`src/rtl/alu_shift_pkg.sv`:
```
// Shared definitions for the multi-lane sequential shift engine.
// Rotate support is enabled by defining ALU_SHIFT_ROTATE_EN.
package alu_shift_pkg;

  localparam logic [1:0] MODE_LSL = 2'd0;
  localparam logic [1:0] MODE_LSR = 2'd1;
  localparam logic [1:0] MODE_ASR = 2'd2;
  localparam logic [1:0] MODE_ROR = 2'd3;

  typedef enum logic [1:0] {
    ST_IDLE  = 2'd0,
    ST_SHIFT = 2'd1,
    ST_DONE  = 2'd2
  } state_t;

  // Amount field must hold the value WIDTH itself (saturated shift).
  function automatic int unsigned amt_width(input int unsigned width);
    return int'($clog2(width)) + 1;
  endfunction

endpackage

```
`src/rtl/alu_shift_lane.sv`:
```
// One shift lane: data, remaining-count and overflow registers, advancing up to STEP bits per cycle.
// Rotate datapath only present when ALU_SHIFT_ROTATE_EN is defined.
module alu_shift_lane
  import alu_shift_pkg::*;
#(
  parameter int unsigned WIDTH = 8,
  parameter int unsigned STEP  = 1,
  parameter int unsigned AMT_W = amt_width(WIDTH)
) (
  input  logic             clk,
  input  logic             rst_n,
  input  logic             load,
  input  logic             step,
  input  logic [WIDTH-1:0] din,
  input  logic [AMT_W-1:0] amt,
  input  logic [1:0]       mode,
  output logic [WIDTH-1:0] dout,
  output logic [WIDTH-1:0] ovf,
  output logic             zero_c,
  output logic             last_c
);

  localparam logic [AMT_W-1:0] W_AMT    = AMT_W'(WIDTH);
  localparam logic [AMT_W-1:0] STEP_AMT = AMT_W'(STEP);

  logic [WIDTH-1:0] data_q, ovf_q, data_n_c, ovf_n_c, mask_c, low_c;
  logic [AMT_W-1:0] rem_q, tot_q, amt_eff_c, k_c, pos_c;
  logic [1:0]       mode_q;

  // Effective amount: saturate to WIDTH, or wrap for rotate.
  always_comb begin
    amt_eff_c = amt;
    if (mode == MODE_ROR) begin
`ifdef ALU_SHIFT_ROTATE_EN
      amt_eff_c = amt % W_AMT;
`else
      amt_eff_c = '0;
`endif
    end else if (amt > W_AMT) begin
      amt_eff_c = W_AMT;
    end
  end

  assign zero_c = (amt_eff_c == '0);
  assign last_c = (rem_q <= STEP_AMT);

  // One k-bit step; pos_c is how far the data has already moved, so right-shift
  // overflow lands back in its original bit positions.
  always_comb begin
    k_c      = (rem_q < STEP_AMT) ? rem_q : STEP_AMT;
    pos_c    = tot_q - rem_q;
    mask_c   = ~({WIDTH{1'b1}} << k_c);
    low_c    = (data_q & mask_c) << pos_c;
    data_n_c = data_q;
    ovf_n_c  = ovf_q;
    case (mode_q)
      MODE_LSL: begin
        data_n_c = data_q << k_c;
        ovf_n_c  = (ovf_q << k_c) | (data_q >> (W_AMT - k_c));
      end
      MODE_LSR: begin
        data_n_c = data_q >> k_c;
        ovf_n_c  = ovf_q | low_c;
      end
      MODE_ASR: begin
        data_n_c = WIDTH'($signed(data_q) >>> k_c);
        ovf_n_c  = ovf_q | low_c;
      end
`ifdef ALU_SHIFT_ROTATE_EN
      MODE_ROR: begin
        data_n_c = (data_q >> k_c) | (data_q << (W_AMT - k_c));
      end
`endif
      default: ;
    endcase
  end

  always_ff @(posedge clk or negedge rst_n) begin
    if (!rst_n) begin
      data_q <= '0;
      ovf_q  <= '0;
      rem_q  <= '0;
      tot_q  <= '0;
      mode_q <= MODE_LSL;
    end else if (load) begin
      data_q <= din;
      ovf_q  <= '0;
      rem_q  <= amt_eff_c;
      tot_q  <= amt_eff_c;
      mode_q <= mode;
    end else if (step && (rem_q != '0)) begin
      data_q <= data_n_c;
      ovf_q  <= ovf_n_c;
      rem_q  <= rem_q - k_c;
    end
  end

  assign dout = data_q;
  assign ovf  = ovf_q;

endmodule

```
`src/rtl/alu_shift_seq.sv`:
```
// Multi-lane iterative shift engine with valid/ready on both sides; FSM and handshake live here.
// Optional rotate mode via ALU_SHIFT_ROTATE_EN (mode 3 is a pass-through otherwise).
module alu_shift_seq
  import alu_shift_pkg::*;
#(
  parameter int unsigned WIDTH = 8,
  parameter int unsigned SETS  = 2,
  parameter int unsigned STEP  = 1,
  parameter int unsigned AMT_W = amt_width(WIDTH)
) (
  input  logic                  clk,
  input  logic                  rst_n,
  input  logic                  in_valid,
  output logic                  in_ready,
  input  logic [SETS*WIDTH-1:0] in_packed,
  input  logic [SETS*AMT_W-1:0] amt_packed,
  input  logic [1:0]            mode,
  output logic                  out_valid,
  input  logic                  out_ready,
  output logic [SETS*WIDTH-1:0] out_packed,
  output logic [SETS*WIDTH-1:0] overflow_packed,
  output logic                  busy
);

  state_t          state_q, state_d;
  logic            out_valid_d, in_ready_d, busy_d;
  logic            accept_c, shift_c;
  logic [SETS-1:0] zero_c, last_c;

  assign accept_c = in_valid && in_ready;
  assign shift_c  = (state_q == ST_SHIFT);

  for (genvar g = 0; g < SETS; g++) begin : g_lane
    alu_shift_lane #(
      .WIDTH (WIDTH),
      .STEP  (STEP),
      .AMT_W (AMT_W)
    ) u_lane (
      .clk    (clk),
      .rst_n  (rst_n),
      .load   (accept_c),
      .step   (shift_c),
      .din    (in_packed[g*WIDTH +: WIDTH]),
      .amt    (amt_packed[g*AMT_W +: AMT_W]),
      .mode   (mode),
      .dout   (out_packed[g*WIDTH +: WIDTH]),
      .ovf    (overflow_packed[g*WIDTH +: WIDTH]),
      .zero_c (zero_c[g]),
      .last_c (last_c[g])
    );
  end

  // SHIFT leaves on the cycle the final step is taken; out_valid rises one cycle
  // after DONE is entered, so latency is ceil(max/STEP)+1 including the zero case.
  always_comb begin
    state_d     = state_q;
    out_valid_d = 1'b0;
    case (state_q)
      ST_IDLE:  if (accept_c) state_d = (&zero_c) ? ST_DONE : ST_SHIFT;
      ST_SHIFT: if (&last_c) state_d = ST_DONE;
      ST_DONE: begin
        if (out_valid && out_ready) state_d = ST_IDLE;
        else                        out_valid_d = 1'b1;
      end
      default:  state_d = ST_IDLE;
    endcase
    in_ready_d = (state_d == ST_IDLE);
    busy_d     = (state_d == ST_SHIFT);
  end

  always_ff @(posedge clk or negedge rst_n) begin
    if (!rst_n) begin
      state_q   <= ST_IDLE;
      out_valid <= 1'b0;
      in_ready  <= 1'b0;
      busy      <= 1'b0;
    end else begin
      state_q   <= state_d;
      out_valid <= out_valid_d;
      in_ready  <= in_ready_d;
      busy      <= busy_d;
    end
  end

endmodule

```
`config.mk`:
```
export PLATFORM = sky130hd
export DESIGN_NAME = alu_shift_seq
export DESIGN_NICKNAME = d
export VERILOG_FILES = /design/src/rtl/alu_shift_pkg.sv /design/src/rtl/alu_shift_lane.sv /design/src/rtl/alu_shift_seq.sv
export SDC_FILE = /design/constraint.sdc
export NUM_CORES = 1
export LEC_CHECK = 0
export CORE_ASPECT_RATIO = 0.9
export CORE_MARGIN = 1.5
export CORE_UTILIZATION = 50
export DETAILED_ROUTE_END_ITERATION = 12
export GPL_TIMING_DRIVEN = 0
export PLACE_DENSITY_LB_ADDON = 0.08
export SLEW_MARGIN = 10
export SYNTH_ARGS = -nofsm -noshare
export SYNTH_HDL_FRONTEND = slang
export SYNTH_HIERARCHICAL = 1
export SYNTH_SLANG_ARGS = --single-unit
```
`constraint.sdc`:
```
create_clock -name clk -period 4.4 [get_ports clk]
set_input_delay 0.88 -clock clk [delete_from_list [all_inputs] [get_ports clk]]
set_output_delay 0.88 -clock clk [all_outputs]
set_load 0.02 [all_outputs]
```
==> results of run 1 <==
==> how the worst min path moves through the flow <==
stage / startpoint / end / slack (ns) / cells past startpoint
6_report: state_q[0]$_DFF_PN0_ / out_valid$_DFF_PN0_ / 0.49 / 1
5_1_grt: out_valid$_DFF_PN0_ / out_valid$_DFF_PN0_ / 0.51 / 1
4_1_cts: state_q[0]$_DFF_PN0_ / out_valid$_DFF_PN0_ / 0.49 / 1
3_5_place_dp: out_valid$_DFF_PN0_ / out_valid$_DFF_PN0_ / 0.48 / 1
3_3_place_gp: state_q[0]$_DFF_PN0_ / out_valid$_DFF_PN0_ / 0.47 / 1
2_1_floorplan: state_q[0]$_DFF_PN0_ / out_valid$_DFF_PN0_ / 0.46 / 1
==> layer usage <==
metal,GRT usage,vias up
li1,-,1724
met1,0.406,1709
met2,0.367,148
met3,0.0629,10
met4,0.0692,0
met5,0,-
==> registers in the layout (all words and copies together), names as in the netlist <==
name / flops
out_valid: 1
g_lane.u_lane/tot_q: 8
in_ready: 1
busy: 1
g_lane.u_lane/mode_q: 4
g_lane.u_lane/dout: 16
state_q: 2
g_lane.u_lane/rem_q: 8
g_lane.u_lane/ovf: 16
==> cell families (layout without fill, tap and decap cells) <==
| kind of cell | count (synthesis) | in the layout |
|---|---|---|
| compound gates | 110 | 110 |
| xor+xnor | 6 | 6 |
| fa+ha+maj | 20 | 20 |
| buf+inv | 57 | 136 |
| flops | 57 | 57 |
| mux | 22 | 22 |
| other cells | 2 | 4 |
| simple gates | 154 | 154 |
==> cell type report <==
class | count | share of cell area
buffer | 17 | 0.0249
clock buffer | 10 | 0.0288
clock inverter | 5 | 0.0118
inverter | 40 | 0.0341
multi-input combinational | 316 | 0.443
sequential | 57 | 0.299
tap | 96 | 0.0252
timing repair buffer | 64 | 0.134
==> report_power, final <==
group / internal (mW) / switching, mW
Clock: 0.273 / 0.223
Combinational: 1.10 / 1.54
Sequential: 0.748 / 0.247
Total: 2.12 / 2.01
==> worst register-to-register path, stage by stage (launching register included) <==
cell,delay [ns]
sky130_fd_sc_hd__dfrtp_1,0.45
sky130_fd_sc_hd__or4_4,0.57
sky130_fd_sc_hd__clkinv_4,0.10
sky130_fd_sc_hd__buf_12,0.12
sky130_fd_sc_hd__ha_1,0.17
sky130_fd_sc_hd__ha_1,0.31
sky130_fd_sc_hd__mux2i_1,0.18
sky130_fd_sc_hd__nor2_1,0.06
sky130_fd_sc_hd__a31o_1,0.19
sky130_fd_sc_hd__a2111oi_1,0.39
sky130_fd_sc_hd__nor3_1,0.09
==> layout by cell type, fill, tap and decap left out, types with 10 or more instances in the layout <==
| cell type | synthesis | final |
|---|---|---|
| sky130_fd_sc_hd__o21ai_0 | 25 | 25 |
| sky130_fd_sc_hd__nand2_1 | 38 | 38 |
| sky130_fd_sc_hd__nor2_1 | 39 | 39 |
| sky130_fd_sc_hd__clkbuf_8 | 0 | 10 |
| sky130_fd_sc_hd__dfrtp_1 | 57 | 57 |
| sky130_fd_sc_hd__nor3_1 | 24 | 24 |
| sky130_fd_sc_hd__inv_1 | 38 | 38 |
| sky130_fd_sc_hd__mux2i_1 | 20 | 20 |
| sky130_fd_sc_hd__ha_1 | 18 | 18 |
| sky130_fd_sc_hd__clkdlybuf4s50_1 | 0 | 63 |
| sky130_fd_sc_hd__a21oi_1 | 18 | 18 |
| sky130_fd_sc_hd__clkbuf_1 | 10 | 10 |
==> run summary, run 1 <==
The run finished with clean final reports. The kind of end point of the critical path is a flip-flop. After synthesis, the share of cell area in mux cells is 0.0584. Detailed placement ended at an HPWL of 7400 um. After detailed routing, the met2 layer carries 4250 um of wire. The unique cell type count in the Yosys netlist is 69. The critical path runs through a total of 7 cells. TritonCTS built the clock tree. Yosys printed 6 warnings. The total track usage came out at 0.264.

For this run the aggregate overflow at the end of global routing stands at 0. The synthesized design spends more area on one cell type than any other, namely sky130_fd_sc_hd__dfrtp_1. The longest individual stage delay on the worst path came out at 0.46 ns. The vertical die dimension is 85.9 um. The number of buffers inserted during clock tree synthesis came out at 9. At the placement stage, the worst setup path has a slack of 1.03 ns. The post-route worst setup slack came out at 1.38 ns. Post-CTS repair changed the size of 0 cells. The total clock sinks came out at 57.

The number of nets still failing antenna checks after routing is 0. The simple-gate portion of the synthesized area is 0.204. The final max-slew violation count came out at 0. The startpoint of the worst-slack reg-to-reg timing path is g_lane[0].u_lane/rem_q[1]$_DFFE_PN0P_. Data on the critical path is required at its endpoint by 4.60 ns.

The critical path's slowest cell is sky130_fd_sc_hd__clkdlybuf4s50_1. The setup clock skew after layout is 0.00923 ns. For this configuration, the core starts out at a cell density of 0.511. Ranked by total cell area, the synthesized netlist is headed by sky130_fd_sc_hd__dfrtp_1 37%, sky130_fd_sc_hd__ha_1 5.9%, sky130_fd_sc_hd__mux2i_1 5.2%. The hold buffer count at CTS is 0. The setup slack of the most critical reg-to-reg path came out at 1.63 ns. The synthesized area per cell is 8.92 um^2.

The length of the first detailed-routing pass in iterations is 5. The post-synthesis to final-layout area growth is 25.1%. The post-route non-filler standard cell count is 605. Tracing the worst setup path back leads to its startpoint at in_valid. The maximum number of pins on one net before global-route repair came out at 58.

Counting stages on the worst path, the most repeated cell is sky130_fd_sc_hd__clkbuf_1. Yosys instantiated no cell more often than sky130_fd_sc_hd__dfrtp_1. The critical path is of the primary input to flip-flop type. The most used flip-flop cell after synthesis is sky130_fd_sc_hd__dfrtp_1.

The total setup violations reported at the end of the flow came out at 0. The fraction of registers with async set/reset came out at 1.00. The fraction of final layout cells sized beyond drive strength 1 is 0.0825.

For this design the static power due to leakage is 2.05 nW. The number of enable flip-flop cells after synthesis came out at 0. VDD sags by at most 0.000435 V.

The area of the mapped netlist is 3820 um^2. The DRC marker count from the first detailed-route iteration came out at 240. The critical path arrival is 3.22 ns.

In this run the critical register-to-register path is captured at g_lane[0].u_lane/ovf[1]$_DFFE_PN0P_. The path class of the lowest-slack min-delay path is flip-flop to flip-flop. The number of I/O port buffers is 64.

The final weighted congestion of routability-driven global placement is 0.914. The last element of the critical path is g_lane[0].u_lane/tot_q[2]$_DFFE_PN0P_. The number of antenna violations at the first check in global routing is 0. The area fraction in compound gates after synthesis came out at 0.205. The total core area came out at 7470 um^2. The area used by multi-input combinational logic is 2120 um^2. The worst setup path is launched from a primary input. The total buffers and inverters traversed by the critical path is 5.

The minimum period implied by the final worst setup slack came out at 3.02 ns. The number of cells on the worst reg-to-reg path is 10. The area of all placed cells without fillers came out at 4780 um^2. The post-CTS repair timing setup buffer count came out at 0. The sum of negative setup slack is 0 ns.

The post-route fraction of the period consumed by the critical path is 0.686. The dominant combinational cell family by area after synthesis is compound AO/OA/AOI/OAI gates. The via count normalized by instance count came out at 5.94. The critical path goes through clkdlybuf4s50_1 -> nand2_1 -> inv_1 -> clkbuf_1 -> clkbuf_1 -> clkbuf_1 -> o21ai_0. The total via count after detailed routing came out at 3591. The die covers 8170 um^2. The overall die width came out at 95.1 um. Of the synthesized area, sequential elements account for 0.374. The number of global-route vias before repair is 3385.

The total length of routed wires is 10200 um. The row count came out at 30. The footprint of the flip-flops and latches is 1430 um^2. Along the worst path, the maximum fanout reaches 12. The post-route worst hold slack came out at 0.494 ns. In this run the count of I/O pins placed on the die edge is 65. The routed wirelength normalized by instance count came out at 16.8 um. After synthesis, the most frequently instantiated cells are 57 x sky130_fd_sc_hd__dfrtp_1, 39 x sky130_fd_sc_hd__nor2_1, 38 x sky130_fd_sc_hd__inv_1, 38 x sky130_fd_sc_hd__nand2_1, 25 x sky130_fd_sc_hd__o21ai_0.

The normalized max-slew margin is 0.394. The maximum clock frequency is 0.331 GHz. The kind of cell with the highest combined delay along the critical path is buffers and inverters.

The tool flagged a number of max-cap violations equal to 0. Clock latency on the worst-skew pair, taken at its later pin, is 0.34 ns. The filler cells instantiated in the layout total 661. The number of remaining DRC errors came out at 0.

The maximum number of buffers from clock root to sink is 2. The clock slew seen by the registers of the worst setup and hold paths is 0.07 ns. The total inserted antenna cells came out at 0. The power per cell area came out at 864 nW/um^2.

Of the total synthesized cell area, the portion taken by XOR and XNOR cells is 0.0138. The cell chosen for the clock root is sky130_fd_sc_hd__clkbuf_8. Of the post-synthesis cell area, the dominant cell type holds 0.374. Once layout is complete, the utilization of the core stands at 0.639.

The met1 layer wirelength in the final routing came out at 5070 um. The total power is 4.13 mW. Setup repair after global routing left no endpoint under its margin. Of the total synthesized cell area, the portion taken by full adders, half adders and majority gates is 0.0695. After synthesis the netlist holds a flip-flop and latch count of 57. The count of nets after finishing is 555. The total placed cells including tap cells came out at 590. The final count of hold timing violations came out at 0. The cell count after synthesis is 428. Summing all placed instances gives a cell area of 4580 um^2.

The first global-routing pass estimated 16500 um of wire. The routed wire length on met3 came out at 746 um. The actual transition at the worst max-transition pin is 0.903 ns. The deepest level of the CTS H-tree came out at 3. The highest metal layer carrying signal wires in the routed design is met4.
(Power assumes the default switching activity.)
==> run 2: changes to the inputs <==
==> constraint.sdc (replaced) <==
create_clock -name clk -period 3 [get_ports clk]
set_input_delay 0.6 -clock clk [delete_from_list [all_inputs] [get_ports clk]]
set_output_delay 0.6 -clock clk [all_outputs]
set_load 0.02 [all_outputs]
==> results of run 2 <==
Same layout as run 1 (identical final DEF). Status: completed.
Among the figures that moved: setup slack after placement 1.03 ns -> -0.0903 ns; setup slack after layout 1.38 ns -> 0.232 ns; hold slack 0.494 ns -> 0.318 ns; start point of the critical path in_valid -> g_lane[0].u_lane/rem_q[1]$_DFFE_PN0P_; end point of the critical path g_lane[0].u_lane/tot_q[2]$_DFFE_PN0P_ -> g_lane[0].u_lane/ovf[1]$_DFFE_PN0P_; register-to-register setup slack 1.63 ns -> 0.23 ns; total power 4.13 mW -> 6.05 mW; worst IR drop on VDD 0.000435 V -> 0.000639 V
==> run 3: changes to the inputs <==
--- a/config.mk
+++ b/config.mk
@@ -9,7 +9,6 @@
 export CORE_MARGIN = 1.5
 export CORE_UTILIZATION = 50
 export DETAILED_ROUTE_END_ITERATION = 12
-export GPL_TIMING_DRIVEN = 0
 export PLACE_DENSITY_LB_ADDON = 0.08
 export SLEW_MARGIN = 10
 export SYNTH_ARGS = -nofsm -noshare
==> run 3 against run 2 <==
Flip-flop and latch count is the same. Via count grew 0.36%. Core utilization shrank 0.47 points. Non-clock buffer count shrank 6. Sequential power is essentially flat. Largest power group unchanged.
==> run summary, run 3 (synthesis results as in run 1) <==
The setup clock skew after layout is 0.00953 ns (was 0.00923 ns). The final weighted congestion of routability-driven global placement is 0.925 (was 0.914). The starting density of the core is 0.511 (unchanged). The most numerous cell on the critical path is sky130_fd_sc_hd__ha_1 (unchanged).

The post-detailed-placement cell area is 4540 um^2 (was 4580 um^2). The half-perimeter wire length after detailed placement came out at 7380 um (was 7400 um). The largest voltage drop on the vdd net is 0.000585 V (was 0.000639 V). The critical path arrival came out at 2.87 ns (was 2.97 ns).

The utilization after layout came out at 0.635 (was 0.639). The category of the most critical setup path is flip-flop to flip-flop (unchanged). The clock latency on the worst-skew pair is 0.34 ns (about the same). The overall die width is 95.1 um (unchanged). The longest individual stage delay on the worst path is 0.58 ns (was 0.57 ns). The global-route layer with the greatest usage is met1 (unchanged). The total setup violations reported at the end of the flow came out at 0 (unchanged).

The leakage power total is 2.05 nW (about the same). The number of remaining DRC errors came out at 0 (unchanged). The normalized max-slew margin came out at 0.501 (was 0.394). The final max-slew violation count came out at 0 (unchanged).

The sum of negative setup slack came out at 0 ns (unchanged). The final count of hold timing violations came to 0 (unchanged). The total clock sinks is 57 (unchanged). The total inserted antenna cells came out at 0 (unchanged). The path class of the lowest-slack min-delay path is primary input to asynchronous set/reset pin (unchanged). The row count came out at 30 (unchanged). The type of element launching the critical path is a flip-flop (unchanged).

The hold buffer count at CTS came out at 0 (unchanged). The vertical die dimension was 85.9 um (unchanged). The commonest non-fill, non-tap cell in the layout is sky130_fd_sc_hd__clkdlybuf4s50_1 (unchanged).

RSZ-0062 raised after global routing: false (unchanged). The area of all placed cells without fillers came to 4740 um^2 (was 4780 um^2). The global-route met2 utilization came to 0.360 (was 0.367). The DRC marker count from the first detailed-route iteration came out at 224 (was 240).

The number of I/O port buffers is 64 (unchanged). The post-route worst setup slack came out at 0.340 ns (was 0.232 ns). Highest-count cells in the layout ignoring fill and taps: 63 x sky130_fd_sc_hd__clkdlybuf4s50_1, 57 x sky130_fd_sc_hd__dfrtp_1, 39 x sky130_fd_sc_hd__nor2_1, 38 x sky130_fd_sc_hd__nand2_1, 37 x sky130_fd_sc_hd__inv_1 (was 63 x sky130_fd_sc_hd__clkdlybuf4s50_1, 57 x sky130_fd_sc_hd__dfrtp_1, 39 x sky130_fd_sc_hd__nor2_1, 38 x sky130_fd_sc_hd__nand2_1, 38 x sky130_fd_sc_hd__inv_1). The met3 usage came to 0.0807 (was 0.0629). The number of antenna violations at the first check in global routing is 0 (unchanged). The fraction of final layout cells sized beyond drive strength 1 is 0.0896 (was 0.0825).

The number of buffers inserted during clock tree synthesis came out at 9 (unchanged). The minimum period implied by the final worst setup slack is 2.66 ns (was 2.77 ns). The post-route worst hold slack is 0.159 ns (was 0.318 ns). The post-CTS repair timing setup buffer count came out at 0 (unchanged). The cell chosen for the clock root is sky130_fd_sc_hd__clkbuf_8 (unchanged). The total via count after detailed routing is 3604 (was 3591). The post-route fraction of the period consumed by the critical path was 0.887 (was 0.923).

The sum of overflow across all layers after global routing came out at 0 (unchanged). The count of nets after finishing came out at 549 (was 555). The clock slew seen by the registers of the worst setup and hold paths came out at 0.07 ns (about the same).

The routed wirelength normalized by instance count came out at 17.0 um (was 16.8 um). The total length of routed wires is 10200 um (about the same). The number of global-route vias before repair was 3382 (was 3385). The actual transition at the worst max-transition pin came out at 0.742 ns (was 0.903 ns). The critical-path maximum fanout came out at 14 (was 10). The critical path's slowest cell is sky130_fd_sc_hd__or4_4 (unchanged). Status: completed (unchanged). The total track usage came out at 0.268 (was 0.264). The depth of the worst register-to-register path is 9 (was 10). The launch point of the critical path was g_lane[0].u_lane/rem_q[1]$_DFFE_PN0P_ (unchanged). The power per cell area came out at 1280 nW/um^2 (was 1270 nW/um^2). The length of the first detailed-routing pass in iterations was 6 (was 5).

The total core area was 7470 um^2 (unchanged). The area enclosed by the die boundary was 8170 um^2 (unchanged). The startpoint of the worst-slack reg-to-reg timing path is g_lane[0].u_lane/rem_q[1]$_DFFE_PN0P_ (unchanged).

The maximum clock frequency is 0.376 GHz (was 0.361 GHz). The maximum number of pins on one net before global-route repair came out at 26 (was 58). The wire length of the first global-routing pass came out at 16900 um (was 16500 um). The maximum number of buffers from clock root to sink is 2 (unchanged). The minimum setup slack after placement is 0.379 ns (was -0.0903 ns). The CTS tree is done (unchanged). The kind of end point of the critical path was a flip-flop (unchanged). The required time at the worst-slack endpoint came out at 3.21 ns (was 3.20 ns). Worst path cell trace: or4_4 -> clkinv_4 -> ha_1 -> ha_1 -> mux2i_1 -> nor2_1 -> a31o_1 -> a2111oi_1 -> nor3_1 (was or4_4 -> clkinv_4 -> buf_12 -> ha_1 -> ha_1 -> mux2i_1 -> nor2_1 -> a31o_1 -> a2111oi_1 -> nor3_1).

The post-cts sizing count is 0 (unchanged). The number of nets still failing antenna checks after routing is 0 (unchanged). The deepest level of the CTS H-tree came out at 3 (unchanged). The max-cap check violation count came to 0 (unchanged). The setup slack of the most critical reg-to-reg path came out at 0.34 ns (was 0.23 ns).

The total I/O pin count is 65 (unchanged). The via count normalized by instance count is 6.03 (was 5.94). The post-synthesis to final-layout area growth is 24.2% (was 25.1%). The met1 track demand over resource in global routing came out at 0.412 (was 0.406).
-- run 3: per-stage QoR --
stage,power (mW),instances
2_1_floorplan,4.16,430
3_3_place_gp,5.18,584
3_5_place_dp,5.20,584
4_1_cts,6.02,598
5_1_grt,6.54,598
6_report,6.07,598
-- run 3: worst paths after layout --
check	to
setup / recovery	g_lane[0].u_lane/ovf[1]$_DFFE_PN0P_
hold / removal	g_lane[0].u_lane/tot_q[1]$_DFFE_PN0P_
setup reg to reg	g_lane[0].u_lane/ovf[1]$_DFFE_PN0P_
hold reg to reg	out_valid$_DFF_PN0_
max in group asynchronous	g_lane[1].u_lane/ovf[0]$_DFFE_PN0P_
min in group clk	out_valid$_DFF_PN0_
-- run 3: area by class of cell --
| class | instances | area (um^2) |
|---|---|---|
| multi-input cells | 316 | 2120 |
| clock inverters | 4 | 70.1 |
| fillers | 649 | 2730 |
| inverters | 40 | 163 |
| flip-flops and latches | 57 | 1430 |
| clock buffers | 10 | 128 |
| repair buffers | 75 | 718 |
| well taps | 96 | 120 |
-- run 3: layer usage --
layer	vias to the layer above	wire, um
met5	-	0
met1	1735	4970
met3	10	806
met4	0	89
met2	150	4330
li1	1709	-
-- run 3: critical path, delay by kind of cell, from the launching register on --
kind | cells | cell delay [ns]
AND/OR/NAND/NOR | 3 | 0.71
AO/OA/AOI/OAI | 2 | 0.59
adder cells (fa/ha/maj) | 2 | 0.47
flip-flops | 1 | 0.44
multiplexers | 1 | 0.17
buffers and inverters | 1 | 0.13
-- run 3: where the power goes --
group,internal (mW),switching (mW),total [mW]
clock network,0.456,0.310,0.766
registers,1.10,0.379,1.48
logic,1.56,2.26,3.82
total,3.12,2.95,6.07
